==> src/rtl/wordle_pkg.sv <==
// Shared definitions for the Wordle game engine: tile colour codes,
// letter-code limits and the game FSM state encoding.
package wordle_pkg;

    localparam int LETTER_W_DEFAULT = 5;
    localparam int MAX_LETTER_CODE  = 25;

    localparam logic [1:0] COL_EMPTY  = 2'b00;
    localparam logic [1:0] COL_GREY   = 2'b01;
    localparam logic [1:0] COL_YELLOW = 2'b10;
    localparam logic [1:0] COL_GREEN  = 2'b11;

    typedef enum logic [2:0] {
        ST_IDLE   = 3'd0,
        ST_ENTRY  = 3'd1,
        ST_GREEN  = 3'd2,
        ST_YELLOW = 3'd3,
        ST_UPDATE = 3'd4,
        ST_DONE   = 3'd5
    } state_t;

    // Codes 0..25 are A..Z; anything above is not a letter.
    function automatic logic letter_is_valid(input int code);
        return code <= MAX_LETTER_CODE;
    endfunction

endpackage

==> src/rtl/wordle_scorer.sv <==
// Scores one guess against the secret. A GREEN pass (one position per
// cycle) marks exact matches, then a YELLOW pass walks every (i, j) pair
// with i outer and j inner, consuming unused secret letters so duplicate
// letters are coloured correctly. The iteration count is fixed so the
// latency never depends on the words.
module wordle_scorer
    import wordle_pkg::*;
#(
    parameter int WORD_LEN = 5,
    parameter int LETTER_W = LETTER_W_DEFAULT
) (
    input  logic                         board_clk,
    input  logic                         reset,
    input  logic                         go,
    input  logic                         abort,
    input  logic [WORD_LEN*LETTER_W-1:0] guess,
    input  logic [WORD_LEN*LETTER_W-1:0] secret,
    output logic [2*WORD_LEN-1:0]        colours,
    output logic                         green_last,
    output logic                         done
);
    localparam int            IW       = $clog2(WORD_LEN);
    localparam logic [IW-1:0] LAST_IDX = IW'(WORD_LEN - 1);

    typedef enum logic [1:0] {PH_IDLE, PH_GREEN, PH_YELLOW} phase_t;

    phase_t              phase_q, phase_d;
    logic [IW-1:0]       i_q, i_d;
    logic [IW-1:0]       j_q, j_d;
    logic [WORD_LEN-1:0] used_q, used_d;
    logic [1:0]          col_q [WORD_LEN];
    logic [1:0]          col_d [WORD_LEN];
    logic [LETTER_W-1:0] guess_l  [WORD_LEN];
    logic [LETTER_W-1:0] secret_l [WORD_LEN];

    for (genvar gi = 0; gi < WORD_LEN; gi++) begin : g_lanes
        assign guess_l[gi]          = guess[gi*LETTER_W +: LETTER_W];
        assign secret_l[gi]         = secret[gi*LETTER_W +: LETTER_W];
        assign colours[2*gi +: 2]   = col_q[gi];
    end

    // The top uses these to step its own GREEN -> YELLOW -> UPDATE states.
    assign green_last = (phase_q == PH_GREEN) && (i_q == LAST_IDX);
    assign done       = (phase_q == PH_YELLOW) && (i_q == LAST_IDX) && (j_q == LAST_IDX);

    // Next-state for the two scoring passes and the used[] bookkeeping.
    always_comb begin
        phase_d = phase_q;
        i_d     = i_q;
        j_d     = j_q;
        used_d  = used_q;
        col_d   = col_q;
        if (abort) begin
            phase_d = PH_IDLE;
        end else if (go) begin
            phase_d = PH_GREEN;
            i_d     = '0;
            j_d     = '0;
            used_d  = '0;
            for (int k = 0; k < WORD_LEN; k++) col_d[k] = COL_EMPTY;
        end else begin
            case (phase_q)
                PH_GREEN: begin
                    if (guess_l[i_q] == secret_l[i_q]) begin
                        col_d[i_q]  = COL_GREEN;
                        used_d[i_q] = 1'b1;
                    end
                    if (i_q == LAST_IDX) begin
                        phase_d = PH_YELLOW;
                        i_d     = '0;
                        j_d     = '0;
                    end else begin
                        i_d = i_q + 1'b1;
                    end
                end
                PH_YELLOW: begin
                    // Only still-unscored positions look for a spare secret letter.
                    if (col_q[i_q] == COL_EMPTY) begin
                        if (!used_q[j_q] && (secret_l[j_q] == guess_l[i_q])) begin
                            col_d[i_q]  = COL_YELLOW;
                            used_d[j_q] = 1'b1;
                        end else if (j_q == LAST_IDX) begin
                            col_d[i_q] = COL_GREY;
                        end
                    end
                    if (j_q == LAST_IDX) begin
                        j_d = '0;
                        if (i_q == LAST_IDX) phase_d = PH_IDLE;
                        else                 i_d     = i_q + 1'b1;
                    end else begin
                        j_d = j_q + 1'b1;
                    end
                end
                default: ;
            endcase
        end
    end

    // Scorer state registers.
    always_ff @(posedge board_clk or posedge reset) begin
        if (reset) begin
            phase_q <= PH_IDLE;
            i_q     <= '0;
            j_q     <= '0;
            used_q  <= '0;
            for (int k = 0; k < WORD_LEN; k++) col_q[k] <= COL_EMPTY;
        end else begin
            phase_q <= phase_d;
            i_q     <= i_d;
            j_q     <= j_d;
            used_q  <= used_d;
            col_q   <= col_d;
        end
    end

endmodule

==> src/rtl/wordle_game_core.sv <==
// Wordle game engine: collects typed letters into the current row, hands a
// full row to the scorer, commits colours to the board and tracks the guess
// count and win/lose. The tile read port is combinational so the renderer
// never waits on the game FSM.
module wordle_game_core
    import wordle_pkg::*;
#(
    parameter int WORD_LEN    = 5,
    parameter int MAX_GUESSES = 6,
    parameter int LETTER_W    = LETTER_W_DEFAULT
) (
    input  logic                               board_clk,
    input  logic                               reset,
    input  logic                               start,
    input  logic [WORD_LEN*LETTER_W-1:0]       secret_word,
    input  logic                               letter_valid,
    input  logic [LETTER_W-1:0]                letter,
    input  logic                               backspace,
    input  logic                               submit,
    input  logic [$clog2(MAX_GUESSES)-1:0]     rd_row,
    input  logic [$clog2(WORD_LEN)-1:0]        rd_col,
    output logic [LETTER_W-1:0]                rd_letter,
    output logic [1:0]                         rd_colour,
    output logic                               busy,
    output logic                               score_done,
    output logic [$clog2(MAX_GUESSES+1)-1:0]   guess_count,
    output logic                               win,
    output logic                               lose
);
    localparam int GW   = $clog2(MAX_GUESSES + 1);
    localparam int RIW  = (MAX_GUESSES > 1) ? $clog2(MAX_GUESSES) : 1;
    localparam int CIW  = $clog2(WORD_LEN);
    localparam int CURW = $clog2(WORD_LEN + 1);

    state_t                        state_q, state_d;
    logic [CURW-1:0]               cursor_q, cursor_d;
    logic [GW-1:0]                 guess_count_q, guess_count_d;
    logic [WORD_LEN*LETTER_W-1:0]  secret_q, secret_d;
    logic [LETTER_W-1:0]           letters_q [MAX_GUESSES][WORD_LEN];
    logic [LETTER_W-1:0]           letters_d [MAX_GUESSES][WORD_LEN];
    logic [1:0]                    colours_q [MAX_GUESSES][WORD_LEN];
    logic [1:0]                    colours_d [MAX_GUESSES][WORD_LEN];
    logic                          win_q, win_d, lose_q, lose_d;
    logic                          busy_q, busy_d, score_done_q, score_done_d;

    logic [RIW-1:0]                row_idx;
    logic [WORD_LEN*LETTER_W-1:0]  cur_guess;
    logic [2*WORD_LEN-1:0]         score_cols;
    logic [WORD_LEN-1:0]           green_vec;
    logic                          all_green;
    logic                          scorer_go, scorer_green_last, scorer_done;

    // The row being typed or scored is always the one at guess_count.
    assign row_idx = RIW'(guess_count_q);

    for (genvar gi = 0; gi < WORD_LEN; gi++) begin : g_row
        assign cur_guess[gi*LETTER_W +: LETTER_W] = letters_q[row_idx][gi];
        assign green_vec[gi] = (score_cols[2*gi +: 2] == COL_GREEN);
    end
    assign all_green = &green_vec;

    wordle_scorer #(
        .WORD_LEN (WORD_LEN),
        .LETTER_W (LETTER_W)
    ) u_scorer (
        .board_clk  (board_clk),
        .reset      (reset),
        .go         (scorer_go),
        .abort      (start),
        .guess      (cur_guess),
        .secret     (secret_q),
        .colours    (score_cols),
        .green_last (scorer_green_last),
        .done       (scorer_done)
    );

    // Game FSM next state: start overrides everything, entry actions are
    // one per cycle with submit > backspace > letter.
    always_comb begin
        state_d       = state_q;
        cursor_d      = cursor_q;
        guess_count_d = guess_count_q;
        secret_d      = secret_q;
        letters_d     = letters_q;
        colours_d     = colours_q;
        win_d         = win_q;
        lose_d        = lose_q;
        scorer_go     = 1'b0;
        if (start) begin
            state_d       = ST_ENTRY;
            cursor_d      = '0;
            guess_count_d = '0;
            secret_d      = secret_word;
            win_d         = 1'b0;
            lose_d        = 1'b0;
            for (int r = 0; r < MAX_GUESSES; r++) begin
                for (int c = 0; c < WORD_LEN; c++) begin
                    letters_d[r][c] = '0;
                    colours_d[r][c] = COL_EMPTY;
                end
            end
        end else begin
            case (state_q)
                ST_ENTRY: begin
                    if (submit) begin
                        if (int'(cursor_q) == WORD_LEN) begin
                            state_d   = ST_GREEN;
                            scorer_go = 1'b1;
                        end
                    end else if (backspace) begin
                        if (cursor_q != '0) begin
                            cursor_d = cursor_q - 1'b1;
                            letters_d[row_idx][CIW'(cursor_q - 1'b1)] = '0;
                        end
                    end else if (letter_valid) begin
                        if ((int'(cursor_q) < WORD_LEN) && letter_is_valid(int'(letter))) begin
                            letters_d[row_idx][CIW'(cursor_q)] = letter;
                            cursor_d = cursor_q + 1'b1;
                        end
                    end
                end
                ST_GREEN: begin
                    if (scorer_green_last) state_d = ST_YELLOW;
                end
                ST_YELLOW: begin
                    if (scorer_done) state_d = ST_UPDATE;
                end
                ST_UPDATE: begin
                    for (int c = 0; c < WORD_LEN; c++) begin
                        colours_d[row_idx][c] = score_cols[2*c +: 2];
                    end
                    guess_count_d = guess_count_q + 1'b1;
                    if (all_green) begin
                        win_d   = 1'b1;
                        state_d = ST_DONE;
                    end else if (int'(guess_count_q) + 1 == MAX_GUESSES) begin
                        lose_d  = 1'b1;
                        state_d = ST_DONE;
                    end else begin
                        cursor_d = '0;
                        state_d  = ST_ENTRY;
                    end
                end
                default: ;
            endcase
        end
        busy_d       = (state_d == ST_GREEN) || (state_d == ST_YELLOW) || (state_d == ST_UPDATE);
        score_done_d = (state_d == ST_UPDATE);
    end

    // Game state, board storage and registered status outputs.
    always_ff @(posedge board_clk or posedge reset) begin
        if (reset) begin
            state_q       <= ST_IDLE;
            cursor_q      <= '0;
            guess_count_q <= '0;
            secret_q      <= '0;
            win_q         <= 1'b0;
            lose_q        <= 1'b0;
            busy_q        <= 1'b0;
            score_done_q  <= 1'b0;
            for (int r = 0; r < MAX_GUESSES; r++) begin
                for (int c = 0; c < WORD_LEN; c++) begin
                    letters_q[r][c] <= '0;
                    colours_q[r][c] <= COL_EMPTY;
                end
            end
        end else begin
            state_q       <= state_d;
            cursor_q      <= cursor_d;
            guess_count_q <= guess_count_d;
            secret_q      <= secret_d;
            win_q         <= win_d;
            lose_q        <= lose_d;
            busy_q        <= busy_d;
            score_done_q  <= score_done_d;
            letters_q     <= letters_d;
            colours_q     <= colours_d;
        end
    end

    // Renderer read port; out-of-range coordinates read as an empty tile.
    always_comb begin
        rd_letter = '0;
        rd_colour = COL_EMPTY;
        if ((int'(rd_row) < MAX_GUESSES) && (int'(rd_col) < WORD_LEN)) begin
            rd_letter = letters_q[rd_row][rd_col];
            rd_colour = colours_q[rd_row][rd_col];
        end
    end

    assign busy        = busy_q;
    assign score_done  = score_done_q;
    assign guess_count = guess_count_q;
    assign win         = win_q;
    assign lose        = lose_q;

endmodule

==> config.mk <==
export PLATFORM = sky130hd
export DESIGN_NAME = wordle_game_core
export DESIGN_NICKNAME = d
export VERILOG_FILES = /design/src/rtl/wordle_pkg.sv /design/src/rtl/wordle_scorer.sv /design/src/rtl/wordle_game_core.sv
export SDC_FILE = /design/constraint.sdc
export NUM_CORES = 1
export LEC_CHECK = 0
export BUFFER_PORTS_ARGS = -buffer_cell sky130_fd_sc_hd__clkbuf_2
export CORE_ASPECT_RATIO = 0.75
export CORE_MARGIN = 2
export CORE_UTILIZATION = 40
export DETAILED_ROUTE_END_ITERATION = 10
export PLACE_DENSITY_LB_ADDON = 0.3
export SETUP_SLACK_MARGIN = 0.02
export SLEW_MARGIN = 20
export SYNTH_ARGS = -nofsm -noshare
export SYNTH_HDL_FRONTEND = slang
export SYNTH_HIERARCHICAL = 1
export SYNTH_SLANG_ARGS = --single-unit
export TNS_END_PERCENT = 1
==> constraint.sdc <==
create_clock -name board_clk -period 9.02 [get_ports board_clk]
set_input_delay 0.902 -clock board_clk [delete_from_list [all_inputs] [get_ports board_clk]]
set_output_delay 0.902 -clock board_clk [all_outputs]
set_load 0.02 [all_outputs]
==> results of run 1 <==
kinds of logic after synthesis:
group,count (synthesis),share of synthesized area
compound gates,516,0.235
xor+xnor,10,0.00563
fa+ha+maj,12,0.00966
buf+inv,224,0.0651
flops,271,0.436
mux,142,0.112
simple gates,417,0.137
Yosys cell counts, drive strengths merged, types with 3 or more instances:
library cell,n,share of area
o21a,3,0.0014
ha,12,0.0097
mux4,22,0.032
nand3b,6,0.0029
mux2,30,0.022
a22oi,91,0.044
nand4,8,0.0036
o2bb2ai,38,0.023
nor4,9,0.0069
xor2,8,0.0045
a211o,15,0.0085
a211oi,7,0.0056
a31oi,9,0.0046
nor3,40,0.016
or2,4,0.0016
buf,58,0.023
nor2b,7,0.0035
mux2i,90,0.058
and2,10,0.0040
and2b,3,0.0015
a2111oi,3,0.0030
a32o,14,0.0090
o21ai,30,0.011
nand2,182,0.044
nand3,39,0.013
nor3b,8,0.0048
o211ai,5,0.0024
and3,7,0.0028
clkbuf,61,0.017
nor2,57,0.014
nand2b,9,0.0036
a221oi,15,0.0085
o22ai,91,0.037
a22o,38,0.021
or3,13,0.0053
inv,105,0.026
and4,5,0.0028
a21oi,138,0.045
or3b,4,0.0024
dfrtp,271,0.44
cell usage in the layout (no fill, tap or decap), types with 6 or more instances in the layout:
master / Yosys / final
and2_1: 10 / 10
a22o_1: 38 / 38
o21ai_0: 24 / 24
nand2b_1: 9 / 9
a21oi_1: 137 / 137
clkbuf_16: 0 / 29
clkbuf_2: 0 / 53
ha_1: 12 / 12
a31oi_1: 8 / 8
nor2_1: 56 / 56
inv_1: 104 / 103
xor2_1: 8 / 8
a221oi_1: 15 / 15
mux4_2: 22 / 22
buf_4: 1 / 24
dfrtp_1: 271 / 270
a211o_1: 14 / 14
o22ai_1: 91 / 91
clkbuf_1: 58 / 8
a22oi_1: 91 / 91
or3_1: 12 / 12
a32o_1: 14 / 14
nand2_1: 182 / 181
nand3_1: 38 / 38
nor3_1: 29 / 27
mux2i_1: 90 / 90
o2bb2ai_1: 33 / 33
nand3b_1: 6 / 6
mux2_2: 29 / 29
and3_1: 7 / 7
nor3_2: 11 / 13
nand4_1: 7 / 7
stage by stage:
step,util,instance area [um2]
after floorplan,-,15500
after global placement,0.419,16100
after detailed placement,0.419,16100
after CTS,0.445,17100
after global routing,0.445,17100
final,0.445,17100
power by group through the flow:
stage                     Combinational (W)  Clock (W)  Sequential, W
final                              0.000909    0.00128        0.00148
after global routing               0.000978    0.00134        0.00150
after CTS                          0.000892    0.00129        0.00148
after detailed placement           0.000889          0        0.00150
after global placement             0.000876          0        0.00149
after floorplan                    0.000772          0        0.00137
final cells by class:
| class | instances | area [um2] | share of cell area |
|---|---|---|---|
| well taps | 512 | 641 | 0.0375 |
| clock buffers | 41 | 811 | 0.0475 |
| clock inverters | 10 | 179 | 0.0105 |
| inverters | 105 | 409 | 0.0240 |
| multi-input cells | 1097 | 7790 | 0.457 |
| repair buffers | 77 | 445 | 0.0261 |
| flip-flops and latches | 271 | 6780 | 0.397 |
| diodes | 1 | 2.50 | 0.000147 |
sequential cells by signal, summed over array words and instances (netlist names):
signal and cells:
busy 1, win 1, cursor_q 3, secret_q 25
colours_q 60, letters_q 150, guess_count 3, state_q 3
u_scorer/phase_q 2, lose 1, u_scorer/colours 10, u_scorer/used_q 5
u_scorer/j_q 3, score_done 1, u_scorer/i_q 3
worst max path at each step:
stage / from / endpoint / slack [ps] / cells after the start
final: guess_count[1]$_DFFE_PP0P_ / u_scorer/used_q[0]$_DFFE_PP0P_ / 4480 / 13
after global routing: guess_count[1]$_DFFE_PP0P_ / u_scorer/colours[5]$_DFFE_PP0P_ / 4240 / 13
after CTS: rd_row[0] / rd_letter[0] / 4590 / 8
after detailed placement: guess_count[1]$_DFFE_PP0P_ / u_scorer/used_q[0]$_DFFE_PP0P_ / 4580 / 13
after global placement: rd_row[0] / rd_letter[2] / 4630 / 8
after floorplan: reset / busy$_DFF_PP0_ / 1300 / 1
layer usage:
metal / wire [um] / vias to the layer above / track usage
met4: 1530 / 0 / 0.0678
met5: 0 / - / 0.00601
met3: 6280 / 101 / 0.0716
met2: 20900 / 831 / 0.344
met1: 23800 / 6700 / 0.407
li1: - / 5883 / -
worst register-to-register path, stage by stage (launching register included):
cell and delay (ps):
dfrtp_1 770, inv_1 290, and3_1 250, buf_4 280, a22oi_1 270, nand3_1 130, mux2i_1 310, o2bb2ai_1 250
o21bai_1 250, or3_1 320, a31oi_1 340, a21oi_2 130, or3_1 620, o21ai_2 230
==> impl_metrics.yaml, run 1 <==
run_status:
  outcome: "completed"
critical_path:
  critical_path.max_fanout: 32
  path_cells: "inv_1, and3_1, buf_4, a22oi_1, nand3_1, mux2i_1, o2bb2ai_1, o21bai_1, or3_1, a31oi_1, a21oi_2, or3_1, o21ai_2"
  path_class: "reg -> reg"
  cp_slowest_cell: "dfrtp_1"
  crit_arrival_ps: 5020
  r2r-end: "u_scorer/used_q[0]$_DFFE_PP0P_"
  cpLargestDelayFamily: "compound AO/OA/AOI/OAI gates"
  timing.rr.start: "guess_count[1]$_DFFE_PP0P_"
  crit_top_cell: "or3_1"
  r2r.worst_path.cells: 13
  cp-end-kind: "flip-flop"
  cp-start-kind: "flip-flop"
  reg2reg_slack_ps: 4480
  cp.required_ps: 9500
  worst-path-buf-inv: 2
  cpPeakStageDelay_ps: 770
route:
  num_vias: 13500
  avgRoutedWirePerCell_um: 24.8
  dr.pass1.iters: 6
  antenna_left: 0
  avgViaCountPerCell: 6.39
  drtIter0Drc: 1705
  wl_mm: 52.5
  drc: 0
floorplanning:
  die-area_mm2: 0.0405
  initial_utilization: 0.406
  die_h_um: 175
  rows: 62
  io_pins: 56
  fp.coreArea_mm2: 0.0383
  die_w_um: 232
power_and_ir_drop:
  power.leakage_nw: 7.06
  p_seq_frac: 0.404
  p_clk_frac: 0.348
  powerDensity_mw_per_mm2: 215
  power.share.switching: 0.351
  pwr-share-comb: 0.248
  power.internal_w: 0.00238
  p_switching_w: 0.00129
  finalPower_w: 0.00367
  ir_worst_vdd_v: 0.000176
final_layout:
  nFillCells: 3676
  area.growth.synth_to_final_pct: 9.76
  final_cells: 2114
  nets: 1635
  drive_gt1_frac: 0.149
min_path:
  holdCritPathClass: "in -> async"
placement:
  gp_congestion: 0.931
  dpl_worst_slack_ps: 4580
  port_buffers: 55
  placedCellCount: 2062
  dp_hpwl_mm: 35.6
clock_tree:
  cts.path.max_buffers: 3
  clockRootBuffer: "clkbuf_16"
  cts_tree: "done"
  cts_num_sinks: 271
  cts_resized: 0
  hold_buffers: 0
  clock_latency_ps: 570
  cts_setup_buffers: 0
  clkTransAtPathRegs_ps: 60
  cts_buffers: 29
  htreeDepth: 1
sta:
  slew_violations: 0
  holdWs_ps: 475
  fin_skew_ps: 20.9
  finalCritPeriodShare: 0.503
  relSlewSlack: 0.205
  finalWorstSetupSlack_ps: 4480
  rsz0062_at_grt: "false"
  final-hold-violation-count: 0
  fin_setup_tns_ps: 0
  fin_crit_ps: 4540
  max_freq_ghz: 0.220
  setup_viol: 0
  worst_pin_slew_ps: 1190
synthesis:
  syn_area_per_cell_um2: 9.77
  synth_cell_types: 89
  netlist_instances: 1592
  ys.flop_type: "dfrtp_1"
  async_reset_ff_frac: 1.00
  ys_ff_latch: 271
  ys_seq_area_frac: 0.436
  syn_nets: 1646
  synth_warnings: 6
  synth_edf_count: 0
  syn_area_mm2: 0.0155
global_routing:
  track_usage: 0.260
  grt_pass1_vias: 12800
  grt_pass1_wl_mm: 81.2
  grt_overflow: 0
  grt_max_degree: 146
  antenna_found_initial: 0
flow_run:
  drv_cap: 0
(Power assumes the default switching activity.)
==> run 2: changes to the inputs <==
Clock period 9.02 ns to 4.3 ns, I/O delays scaled along.
==> run 2 against run 1 <==
  * Via count is 0.60% higher
  * First-iteration DRC count is 9.4% higher
  * Sequential share of layout area is 0.25 points lower
  * Sequential power is 110% higher
  * Worst hold slack worse by 390 ps
  * Power is 110% higher
  * Fmax is 13% higher
==> impl_metrics.yaml, run 2 (same netlist as run 1, synthesis figures left out) <==
run_status:
  outcome: "completed"
sta:
  holdWs_ps: 81.8
  setup_viol: 0
  worst_pin_slew_ps: 1070
  rsz0062_at_grt: "false"
  relSlewSlack: 0.289
  fin_setup_tns_ps: 0
  max_freq_ghz: 0.249
  fin_crit_ps: 4020
  fin_skew_ps: 31.3
  slew_violations: 0
  finalCritPeriodShare: 0.936
  final-hold-violation-count: 0
min_path:
  hold_depth: 2
  min_to: "secret_q[1]$_DFFE_PP0P_"
  min-delay-start: "secret_word[1]"
  holdCritPathClass: "in -> reg"
power_and_ir_drop:
  pwr-share-comb: 0.258
  p_switching_w: 0.00276
  powerDensity_mw_per_mm2: 446
  p_clk_frac: 0.337
  power.internal_w: 0.00489
  power.leakage_nw: 7.11
  ir_worst_vdd_v: 0.000332
  finalPower_w: 0.00766
  p_seq_frac: 0.406
  power.share.switching: 0.361
route:
  dr.pass1.iters: 6
  dr_wl_met2_mm: 20.7
  avgViaCountPerCell: 6.40
  met1_length_mm: 23.8
  num_vias: 13600
  antenna_left: 0
  drtIter0Drc: 1866
  routed.top_layer: "met4"
  wl_mm: 52.7
  avgRoutedWirePerCell_um: 24.8
  met3RoutedLength_mm: 6.99
  drc: 0
critical_path:
  r2r-end: "u_scorer/colours[7]$_DFFE_PP0P_"
  timing.rr.start: "guess_count[0]$_DFFE_PP0P_"
  critical_path.max_fanout: 20
  cp.required_ps: 4790
  path_class: "reg -> reg"
  reg2reg_slack_ps: 280
  crit_arrival_ps: 4510
  cp-end-kind: "flip-flop"
  cp-start-kind: "flip-flop"
  r2r.worst_path.cells: 12
global_routing:
  grt_pass1_wl_mm: 80.7
  track_usage: 0.260
  grt_pass1_vias: 12800
  grt_overflow: 0
  grt_max_degree: 134
  antenna_found_initial: 0
final_layout:
  drive_gt1_frac: 0.154
  antenna_cells: 0
  reg_top3: "letters_q: 150 flops, colours_q: 60 flops, secret_q: 25 flops"
  final_cell_mix: "270 x dfrtp_1, 182 x nand2_1, 137 x a21oi_1, 103 x inv_1"
  nets: 1648
  largest_reg_flops: 150
  area.growth.synth_to_final_pct: 10.5
  largest_register: "letters_q"
  layout_commonest_cell: "dfrtp_1"
clock_tree:
  cts_setup_buffers: 0
  clkTransAtPathRegs_ps: 60
  cts_num_sinks: 271
  cts.path.max_buffers: 3
  cts_tree: "done"
  cts_buffers: 29
  htreeDepth: 1
  clockRootBuffer: "clkbuf_16"
  clock_latency_ps: 590
placement:
  gp_congestion: 0.941
  dp_hpwl_mm: 37.4
  port_buffers: 55
flow_run:
  drv_cap: 0
floorplanning:
  io_pins: 56
  die_h_um: 175
  fp.coreArea_mm2: 0.0383
  initial_utilization: 0.406
  die_w_um: 232
  die-area_mm2: 0.0405
  rows: 62
[run 2: cell count changes in the layout (fill, tap and decap cells not counted), moves of 2 or more]
cell / before / now
buf_12: 0 / 4
buf_4: 24 / 32
clkbuf_8: 4 / 8
clkinvlp_4: 0 / 2
bufinv_16: 5 / 2
[run 2: layout make-up]
type | count | area, um2
Clock buffer | 44 | 862
Clock inverter | 7 | 93.8
Fill cell | 3716 | 21100
Inverter | 105 | 400
Multi-Input combinational cell | 1097 | 7800
Sequential cell | 271 | 6780
Tap cell | 512 | 641
Timing Repair Buffer | 90 | 596
[run 2: worst max-delay path, stage by stage (launching register included)]
cell	delay, ps
dfrtp_1	720
nor3b_2	320
buf_4	320
a22oi_1	110
nand3_1	110
nor2b_1	140
a211oi_1	80
o32ai_1	600
xor2_1	200
nor4_4	350
a21oi_2	120
or3_1	620
o2bb2ai_2	240
[run 2: worst max-delay path by stage]
stage                               startpoint  slack [ps]                         endpoint  cells past startpoint
CTS                 guess_count[0]$_DFFE_PP0P_         380  u_scorer/colours[7]$_DFFE_PP0P_                     12
global route        guess_count[0]$_DFFE_PP0P_         210  u_scorer/colours[7]$_DFFE_PP0P_                     12
finish              guess_count[0]$_DFFE_PP0P_         280  u_scorer/colours[7]$_DFFE_PP0P_                     12
detailed placement  guess_count[0]$_DFFE_PP0P_         370  u_scorer/colours[7]$_DFFE_PP0P_                     12
global placement    guess_count[0]$_DFFE_PP0P_         490  u_scorer/colours[9]$_DFFE_PP0P_                     12
floorplan           guess_count[0]$_DFFE_PP0P_         540  u_scorer/colours[7]$_DFFE_PP0P_                     16
[run 2: per-layer routing]
layer  vias up  track usage
li1       5916            -
met2       881        0.343
met5         -            0
met4         0       0.0630
met1      6711        0.404
met3        88       0.0824
[run 2: repair_timing]
item,CTS,global route
hold buffers,1,0
hold endpoints to repair,25,0
gates resized for setup,0,0
[run 2: stage by stage]
stage	utilization	setup slack, ps	instance area [um2]	instances
floorplan	-	538	15600	1592
global placement	0.423	494	16200	2074
detailed placement	0.423	367	16200	2074
CTS	0.448	382	17200	2126
global route	0.448	207	17200	2126
finish	0.448	277	17200	2126
[run 2: power groups by stage]
stage          registers, W  logic [W]  clock network, W
2_1_floorplan       0.00288    0.00162                 0
3_3_place_gp        0.00313    0.00190                 0
3_5_place_dp        0.00314    0.00191                 0
4_1_cts             0.00309    0.00192           0.00260
5_1_grt             0.00313    0.00211           0.00272
6_report            0.00311    0.00197           0.00258
